--- src/rtl/rv32_pkg.sv ---
// Shared RV32I definitions: opcodes, reset constants and immediate formats.
package rv32_pkg;

    localparam int unsigned XLEN   = 32;
    localparam int unsigned REG_AW = 5;
    localparam int unsigned NREGS  = 32;

    localparam logic [6:0] LOAD   = 7'b0000011;
    localparam logic [6:0] OP_IMM = 7'b0010011;
    localparam logic [6:0] JALR   = 7'b1100111;
    localparam logic [6:0] STORE  = 7'b0100011;
    localparam logic [6:0] BRANCH = 7'b1100011;
    localparam logic [6:0] LUI    = 7'b0110111;
    localparam logic [6:0] AUIPC  = 7'b0010111;
    localparam logic [6:0] JAL    = 7'b1101111;
    localparam logic [6:0] OP     = 7'b0110011;

    localparam logic [XLEN-1:0] RESET_PC_VAL = 32'h0100_0000;
    localparam logic [XLEN-1:0] NOP_VAL      = 32'h0000_0013;

    typedef enum logic [2:0] {
        IMM_NONE,
        IMM_I,
        IMM_S,
        IMM_B,
        IMM_U,
        IMM_J
    } imm_fmt_e;

    function automatic imm_fmt_e imm_fmt(input logic [6:0] opc);
        imm_fmt_e fmt;
        case (opc)
            LOAD, OP_IMM, JALR: fmt = IMM_I;
            STORE:              fmt = IMM_S;
            BRANCH:             fmt = IMM_B;
            LUI, AUIPC:         fmt = IMM_U;
            JAL:                fmt = IMM_J;
            default:            fmt = IMM_NONE;
        endcase
        return fmt;
    endfunction

endpackage

--- src/rtl/register_file.sv ---
// 32x32 architectural register file: two bypassed read ports, one write port, x0 hardwired.
module register_file
    import rv32_pkg::*;
(
    input  logic              clk,
    input  logic              rst_n,
    input  logic              i_we,
    input  logic [REG_AW-1:0] i_waddr,
    input  logic [XLEN-1:0]   i_wdata,
    input  logic [REG_AW-1:0] i_raddr1,
    input  logic [REG_AW-1:0] i_raddr2,
    output logic [XLEN-1:0]   o_rdata1,
    output logic [XLEN-1:0]   o_rdata2
);

    logic [XLEN-1:0] r_regs [NREGS];
    logic            w_wr_en;

    assign w_wr_en = i_we && (i_waddr != '0);

    always_ff @(posedge clk or negedge rst_n) begin
        if (!rst_n) begin
            for (int i = 0; i < int'(NREGS); i++) begin
                r_regs[i] <= '0;
            end
        end else if (w_wr_en) begin
            r_regs[i_waddr] <= i_wdata;
        end
    end

    // Same-cycle write-back is forwarded so the reader sees the new value.
    always_comb begin
        o_rdata1 = r_regs[i_raddr1];
        if (i_raddr1 == '0) begin
            o_rdata1 = '0;
        end else if (w_wr_en && (i_waddr == i_raddr1)) begin
            o_rdata1 = i_wdata;
        end
    end

    always_comb begin
        o_rdata2 = r_regs[i_raddr2];
        if (i_raddr2 == '0) begin
            o_rdata2 = '0;
        end else if (w_wr_en && (i_waddr == i_raddr2)) begin
            o_rdata2 = i_wdata;
        end
    end

endmodule

--- src/rtl/decode.sv ---
// RV32I decode stage: IF/ID register, field/immediate decode, operand read and load-use stall.
module decode
    import rv32_pkg::*;
#(
    parameter logic [31:0] RESET_PC = rv32_pkg::RESET_PC_VAL,
    parameter logic [31:0] NOP      = rv32_pkg::NOP_VAL
)(
    input  logic        clock,
    input  logic        reset,
    input  logic        if_valid,
    input  logic [31:0] if_pc,
    input  logic [31:0] if_instruction,
    input  logic        flush,
    input  logic        ex_valid,
    input  logic        ex_mem_read,
    input  logic [4:0]  ex_rd,
    input  logic        wb_we,
    input  logic [4:0]  wb_rd,
    input  logic [31:0] wb_data,
    output logic        stall,
    output logic        id_valid,
    output logic [31:0] id_pc,
    output logic [31:0] id_instruction,
    output logic [6:0]  opcode,
    output logic [2:0]  funct3,
    output logic [6:0]  funct7,
    output logic [4:0]  rs1,
    output logic [4:0]  rs2,
    output logic [4:0]  rd,
    output logic [31:0] rs1_data,
    output logic [31:0] rs2_data,
    output logic [31:0] imm
);

    logic        r_v;
    logic [31:0] r_pc;
    logic [31:0] r_instr;

    logic        w_uses_rs1;
    logic        w_uses_rs2;
    logic        w_hazard;
    imm_fmt_e    w_fmt;

    // IF/ID register: flush beats stall beats load; flush keeps the PC.
    always_ff @(posedge clock or negedge reset) begin
        if (!reset) begin
            r_v     <= 1'b0;
            r_pc    <= RESET_PC;
            r_instr <= NOP;
        end else if (flush) begin
            r_v     <= 1'b0;
            r_instr <= NOP;
        end else if (!w_hazard) begin
            r_v     <= if_valid;
            r_pc    <= if_pc;
            r_instr <= if_instruction;
        end
    end

    assign id_pc          = r_pc;
    assign id_instruction = r_instr;
    assign opcode         = r_instr[6:0];
    assign rd             = r_instr[11:7];
    assign funct3         = r_instr[14:12];
    assign rs1            = r_instr[19:15];
    assign rs2            = r_instr[24:20];
    assign funct7         = r_instr[31:25];

    assign w_uses_rs1 = !((opcode == LUI) || (opcode == AUIPC) || (opcode == JAL));
    assign w_uses_rs2 = (opcode == OP) || (opcode == STORE) || (opcode == BRANCH);

    assign w_hazard = r_v && ex_valid && ex_mem_read && (ex_rd != 5'd0) &&
                      ((w_uses_rs1 && (ex_rd == rs1)) || (w_uses_rs2 && (ex_rd == rs2)));

    assign stall    = w_hazard;
    assign id_valid = r_v && !w_hazard && !flush;

    assign w_fmt = imm_fmt(opcode);

    always_comb begin
        imm = '0;
        case (w_fmt)
            IMM_I:   imm = {{20{r_instr[31]}}, r_instr[31:20]};
            IMM_S:   imm = {{20{r_instr[31]}}, r_instr[31:25], r_instr[11:7]};
            IMM_B:   imm = {{19{r_instr[31]}}, r_instr[31], r_instr[7],
                            r_instr[30:25], r_instr[11:8], 1'b0};
            IMM_U:   imm = {r_instr[31:12], 12'b0};
            IMM_J:   imm = {{11{r_instr[31]}}, r_instr[31], r_instr[19:12],
                            r_instr[20], r_instr[30:21], 1'b0};
            default: imm = '0;
        endcase
    end

    register_file u_regfile (
        .clk      (clock),
        .rst_n    (reset),
        .i_we     (wb_we),
        .i_waddr  (wb_rd),
        .i_wdata  (wb_data),
        .i_raddr1 (rs1),
        .i_raddr2 (rs2),
        .o_rdata1 (rs1_data),
        .o_rdata2 (rs2_data)
    );

endmodule

--- config.mk ---
export PLATFORM = sky130hd
export DESIGN_NAME = decode
export DESIGN_NICKNAME = d
export VERILOG_FILES = /design/src/rtl/rv32_pkg.sv /design/src/rtl/register_file.sv /design/src/rtl/decode.sv
export SDC_FILE = /design/constraint.sdc
export NUM_CORES = 2
export LEC_CHECK = 0
export CORE_ASPECT_RATIO = 1.1
export CORE_MARGIN = 5
export CORE_UTILIZATION = 44
export CTS_CLUSTER_DIAMETER = 30
export DETAILED_ROUTE_END_ITERATION = 12
export PLACE_DENSITY = 0.7
export SYNTH_ARGS = -nofsm -noshare
export SYNTH_HDL_FRONTEND = slang
export SYNTH_HIERARCHICAL = 1
export SYNTH_SLANG_ARGS = --single-unit
--- constraint.sdc ---
create_clock -name clock -period 3.3 [get_ports clock]
set_clock_uncertainty 0.15 [all_clocks]
set_input_delay 0.33 -clock clock [delete_from_list [all_inputs] [get_ports clock]]
set_output_delay 0.33 -clock clock [all_outputs]
set_load 0.1 [all_outputs]
# Word level (Yosys, flattened, before mapping)
# Index checks and enable logic that the tools add are counted.
# totals
latchBits,0
romBits,0
ram_bits,0
wordCells,109
input_bits,113
regBits,1089
output_inout_bits,194
mem_count,0
# classes
mul,0
order_cmp,4
n_bitwise,5
reduce_logical,27
eq_ne,19
n_addsub,0
shifts,0
n_mux,19
div_mod_pow,0
# ops
cell,n
$bwmux W1024,1
$mux W32,11
$bmux W32 S5,2
$demux W32 S5,1
$pmux W32 S5,1
$eq A7 B6 Y1 const B,3
$eq A7 B7 Y1 const B,3
$eq A5 B5 Y1,4
$ge A6 B6 Y1 const B,3
$not A5 Y6,3
$pmux W3 S5,1
$eq A7 B5 Y1 const B,2
$logic_and A1 B1 Y1,12
$logic_not A5 Y1,2
$reduce_bool A5 Y1,2
$eq A7 B2 Y1 const B,1
$eq A3 B2 Y1 const B,2
$eq A3 B3 Y1 const B,2
$lt A6 B1 Y1 const B,1
$logic_or A1 B1 Y1,5
$eq A3 B1 Y1 const B,1
$logic_not A1 Y1,3
$reduce_or A3 Y1,1
$mux W1,2
other kinds (4),5

# Logic depth before layout (Yosys ltp)
# logic_depth
word_depth,10
depth_mapped,11
mapped_depth_nobuf,6

# Modules after synthesis
# Netlist, hierarchy kept.
# by_module_without_submodules
module,cells_each,area_per_inst_um2,instances
register_file,3935,55555.8,1
decode,331,3789.9,1

# Worst setup path before layout
# OpenSTA, ideal clock, no wires.
# synth_path
kind,register to output
startpoint,reg r_instr[20] (netlist: id_instruction[20])
endpoint,out rs2_data[19]
path_stages_with_launch,10
required_ns,2.820
slack_ns,-2.946
arrival_ns,5.766
path_cell_list,dfrtp_1 > buf_6 > buf_12 > buf_8 > buf_6 > buf_8 > mux2i_1 > a221oi_1 > a21oi_1 > o311ai_0
# synth_between
elab_chain_cells,6
# synth_rtl
element,line_no,source
from (decl),decode.sv:37,logic [31:0] r_instr;
from (signal assigned),decode.sv:56,r_instr <= if_instruction;
$not A5 Y6 (implied by the code),register_file.sv:42,o_rdata2 = r_regs[i_raddr2];
$bmux W32 S5,register_file.sv:42,
$mux W32 (implied by the code) (2 in series),register_file.sv:42,
$mux W32,register_file.sv:45,end else if (w_wr_en && (i_waddr == i_raddr2)) begin
$mux W32 *,register_file.sv:43,if (i_raddr2 == '0) begin
to (decl),decode.sv:31,"output logic [31:0] rs2_data,"
# Mark *: on every way between the ends. The rest lies on a longest branch, timed or not. The select of a mux whose other input is x is not followed.

# Final worst setup path
# layout_path
startpoint,reg r_instr[16] (netlist: id_instruction[16])
endpoint,out rs1_data[25]
# layout_between
elab_chain_cells,6
# layout_rtl
element,line_no,source
$not A5 Y6 (implied by the code),register_file.sv:33,o_rdata1 = r_regs[i_raddr1];
$bmux W32 S5,register_file.sv:33,
$mux W32 (implied by the code) (2 in series),register_file.sv:33,
$mux W32,register_file.sv:36,end else if (w_wr_en && (i_waddr == i_raddr1)) begin
$mux W32 *,register_file.sv:34,if (i_raddr1 == '0) begin
to (decl),decode.sv:30,"output logic [31:0] rs1_data,"
# Marked as above.

==> impl.org <==
** Power
- In this run the static leakage power is 0.0348 uW.
- Worst vdd rail ir drop :: 621 uV
- The design draws about 56000 uW.
- For this design the ratio of total power to cell area is 688 nW/um^2.

** Placed design
- DPL Wire Length :: 142 mm
- Cell area reported after detailed placement :: 67900 sq um
- In this run, placement finished with an instance count of 6285.
- Worst slack after detailed placement :: -0.493 ns
- At the end of routability-driven placement, the weighted congestion stood at 0.909.
- Number of port buffers :: 306

** Clock tree
- Root buf cell :: sky130_fd_sc_hd__clkbuf_16
- Post-CTS clock slew at the launch and capture registers of the worst setup and hold paths :: roughly 0.040 ns
- The clock net in this run drives a total of about 1100 sinks.
- TritonCTS clock tree :: yes
- Htree depth :: 5
- CTS Buffer Depth :: 4
- Clock latency of the later-clocked register in the worst-skew pair :: 0.86 ns
- Clock tree synthesis inserted a total of between 200 and 300 buffers.

** Drt
- Met2 WL :: 105 mm
- Summing over every cut layer, the via total after detailed routing is between 40000 and 50000.
- Total wirelength of the detailed-routed design :: 235 mm
- Total met3 wirelength after detailed routing :: 27.5 mm
- Violation count after the first detailed-routing iteration :: around 5300
- Post-route met1 wirelength :: 84.6 mm
- Once detail routing completed, the nets flagged for antenna violations numbered 0.
- DRC viols :: 0
- Routed signal wires occupy layers up through met5.
- Number of detailed-routing iterations run before antenna repair :: 9
- Detailed-route vias per instance :: 6.58
- Average routed wire per standard cell :: 33.4 microns

** Worst setup path
- Maximum fanout encountered on the critical timing path :: 8
- STA classifies the critical path startpoint as a flop.
- At the worst endpoint, the required time is 2.82 ns.
- Worst path cell trace :: buf_12 -> xor2_1 -> nor4_4 -> nand3_4 -> o21ai_4 -> buf_12 -> a211oi_1 -> a221o_2 -> buf_12
- WS Path Type :: reg2out
- The slowest stage of the critical path belongs to the cell sky130_fd_sc_hd__dfrtp_4.
- For this run, the slowest stage of the critical path takes 0.54 ns.
- Worst path arrival time :: 3.49 ns
- The cell that appears most often on the critical path is sky130_fd_sc_hd__buf_12.
- The number of buffers and inverters on the critical path is 3.
- STA classifies the critical path endpoint as an output pin.
- The cell family contributing the most delay on the critical path is compound AO/OA/AOI/OAI gates.

** Synthesis
- Mapped Area :: a little under 60000 sq um
- The synthesized design contains 1089 register bits.
- Synth cell types :: between 80 and 90
- Synthesis produced a netlist with a net count of between 4000 and 5000.
- Async set or reset register ratio after synthesis :: 1.00
- Synthesis produced a netlist whose cell count is about 4300.
- Of the synthesized area, sequential elements account for 0.459.
- Of all cell types, the one taking the most synthesized area is sky130_fd_sc_hd__dfrtp_1.
- Ranked by total cell area, the synthesized netlist is headed by sky130_fd_sc_hd__dfrtp_1 46%, sky130_fd_sc_hd__mux2_2 19%, sky130_fd_sc_hd__mux4_2 14%, sky130_fd_sc_hd__mux2i_1 4.8%, sky130_fd_sc_hd__clkbuf_1 1.6%.
- Number of warnings printed during yosys synthesis :: 6
- Number of enable-type register cells in the synthesized netlist :: 0
- In the synthesized netlist the dominant register cell turns out to be sky130_fd_sc_hd__dfrtp_1.
- A synthesized cell averages 13.9 sq um.
- Top-area cell type share of the netlist area :: 0.458

** STA
- Slew at the pin with the worst max-slew slack :: between 1 and 1.5 ns
- Fin. Hold Viols :: 0
- Timing-limited maximum frequency :: 252 MHz
- Of the available clock period, the critical path in the final layout requires 1.20.
- In the post-route analysis, the smallest setup slack over all paths is -0.672 ns.
- Finish-stage setup viols :: 66
- Slew Limit Fails :: 0
- Worst slew margin :: 0.267
- Crit path time final :: 3.97 ns
- Setup repair after global routing missed its margin :: yes

** GRT
- Largest net degree at the start of global routing :: 150
- First-pass GRT wire length :: 336 mm
- Via count of the first global-routing pass :: 48500
- In the global route stage, overall resource usage came out at 0.318.
- Final global-route overflow total :: 0
- The number of antenna violations at the first check in global routing was 5.

** Finish
- Fraction of final layout cells sized beyond drive strength 1 :: 0.569
- The finished layout holds approximately 7000 standard cells, fillers aside.
- Fillcell total :: 9574
- Relative to the synthesized area, the layout overhead comes to 38.1%.
- Nets :: just over 5000
- Summed area of non-filler cells in the final layout :: 82000 sq um
- Once layout is complete, the utilization of the core stands at 0.611.

** Worst hold path
- The path class of the tightest hold or removal check is in2reg.

** Run status
- The flow ran to the end, but the final reports show violations.
- Violations in the final reports :: negative setup slack

** Die
- The floorplan step set the die width to 360 microns.
- Pin placement for this block handled 307 I/O pins.
- Die outline area :: around 140000 sq um
- Core outline area :: 134000 sq um
- The initial utilization of the core area, before any placement, comes to 0.442.
- The die is just under 400 microns tall.
- The floorplan has roughly 140 rows.

** Job
- Max-cap violations in this run came to 0.
cells in the final DEF, fill, tap and decap left out, types with 29 or more instances in the layout:
| master | instances |
|---|---|
| sky130_fd_sc_hd__mux2_4 | 29 |
| sky130_fd_sc_hd__clkinv_2 | 34 |
| sky130_fd_sc_hd__buf_6 | 61 |
| sky130_fd_sc_hd__clkdlybuf4s50_1 | 151 |
| sky130_fd_sc_hd__dlygate4sd3_1 | 70 |
| sky130_fd_sc_hd__o22ai_1 | 66 |
| sky130_fd_sc_hd__mux2i_1 | 267 |
| sky130_fd_sc_hd__o21ai_0 | 38 |
| sky130_fd_sc_hd__clkbuf_1 | 40 |
| sky130_fd_sc_hd__nor3_4 | 38 |
| sky130_fd_sc_hd__nor2_1 | 90 |
| sky130_fd_sc_hd__mux4_2 | 371 |
| sky130_fd_sc_hd__nor2_4 | 29 |
| sky130_fd_sc_hd__nand2b_1 | 65 |
| sky130_fd_sc_hd__clkbuf_8 | 43 |
| sky130_fd_sc_hd__nand2_1 | 57 |
| sky130_fd_sc_hd__dfrtp_1 | 1071 |
| sky130_fd_sc_hd__clkinvlp_4 | 31 |
| sky130_fd_sc_hd__clkbuf_16 | 294 |
| sky130_fd_sc_hd__a22oi_1 | 46 |
| sky130_fd_sc_hd__mux2_2 | 1022 |
| sky130_fd_sc_hd__buf_12 | 204 |
| sky130_fd_sc_hd__buf_4 | 419 |
kinds of logic after synthesis:
kind of cell	synth area share
buffers and inverters	0.0452
DFF	0.459
xor gates and xnor gates	0.00295
and+or+nand+nor	0.0412
muxes	0.394
AOI/OAI and AO/OA	0.0572
repair_timing:
item | 4_1_cts | 5_1_grt
hold endpoints to repair | 1121 | 0
setup endpoints to repair | 99 | 87
pin swaps | 88 | 96
hold buffers | 70 | 0
buffers inserted | 91 | 78
cloned | 15 | 7
gates resized for setup | 332 | 202
layout make-up:
type                       count  area, sq um  area share
antenna                        5         12.5    0.000153
clock buffer                 371         7950      0.0970
clock inverter               113         1360      0.0166
tap                         1787         2240      0.0273
multi-input combinational   2679        31700       0.386
timing repair buffer         964        11400       0.139
sequential                  1089        27300       0.333
inverter                      10         50.0    0.000611
final timing paths:
check	from	to	slack (ns)	cells past startpoint
max	id_instruction[16]	rs1_data[25]	-0.67	9
min	if_pc[20]	id_pc[20]	0.06	2
max reg2reg	id_instruction[21]	id_instruction[17]	0.12	11
max in group asynchronous	reset	id_instruction[19]	0.82	4
min in group asynchronous	reset	id_instruction[4]	0.54	3
min reg2reg	u_regfile/r_regs[1023]	u_regfile/r_regs[1023]	0.24	0
synth_stat cells, types with 5 or more instances:
cell type                   instances
sky130_fd_sc_hd__clkbuf_1         248
sky130_fd_sc_hd__nor2_1           138
sky130_fd_sc_hd__mux4_1            18
sky130_fd_sc_hd__a221oi_1          40
sky130_fd_sc_hd__buf_1             51
sky130_fd_sc_hd__inv_1              7
sky130_fd_sc_hd__nor2b_1           31
sky130_fd_sc_hd__nor4_1            19
sky130_fd_sc_hd__or3_1              7
sky130_fd_sc_hd__o22ai_1           81
sky130_fd_sc_hd__o211ai_1          20
sky130_fd_sc_hd__nand2b_1          68
sky130_fd_sc_hd__nand3_1           23
sky130_fd_sc_hd__nand3b_1           5
sky130_fd_sc_hd__nor3b_1            5
sky130_fd_sc_hd__dfrtp_1         1085
sky130_fd_sc_hd__a22oi_1           58
sky130_fd_sc_hd__mux2i_1          284
sky130_fd_sc_hd__o2111ai_1          5
sky130_fd_sc_hd__a221o_1           37
sky130_fd_sc_hd__buf_2             72
sky130_fd_sc_hd__buf_6             32
sky130_fd_sc_hd__mux4_2           360
sky130_fd_sc_hd__a22o_1            13
sky130_fd_sc_hd__mux2_2          1022
sky130_fd_sc_hd__or2_2              5
sky130_fd_sc_hd__xor2_1            10
sky130_fd_sc_hd__a2111oi_0          9
sky130_fd_sc_hd__buf_12             5
sky130_fd_sc_hd__buf_4             67
sky130_fd_sc_hd__o22a_1             8
sky130_fd_sc_hd__nand2_1           83
sky130_fd_sc_hd__a21o_1            19
sky130_fd_sc_hd__buf_8             12
sky130_fd_sc_hd__a21oi_1           40
sky130_fd_sc_hd__o21ai_0           54
sky130_fd_sc_hd__mux2_4            29
sky130_fd_sc_hd__nor3_1            67
sky130_fd_sc_hd__and2_1             5
sky130_fd_sc_hd__xnor2_1           10
sky130_fd_sc_hd__a211oi_1          44
state kept, by name, summed over array words and instances, names as in the netlist:
signal,cells
id_instruction,32
u_regfile/r_regs,1024
r_v,1
id_pc,32
per-layer routing:
| layer | vias to the layer above | global-route usage |
|---|---|---|
| li1 | 17900 | - |
| met1 | 24000 | 0.397 |
| met2 | 3347 | 0.475 |
| met3 | 967 | 0.104 |
| met4 | 2 | 0.213 |
| met5 | - | 0 |
stage by stage:
step | hold WS [ns] | setup TNS (ns)
2_1_floorplan | -0.116 | -2.04
5_1_grt | 0.0172 | -38.35
4_1_cts | 0.0251 | -36.31
3_3_place_gp | 0.0806 | -5.22
3_5_place_dp | 0.0793 | -8.04
6_report | 0.0599 | -34.57
report_power, final:
part	internal [uW]	leakage [uW]	total [uW]	switching (uW)
clock	18700	0.00450	27000	8260
sequential	15900	0.0139	17800	1980
combinational	5790	0.0164	11600	5780
Note: power is estimated with default switching activity, not from simulation.
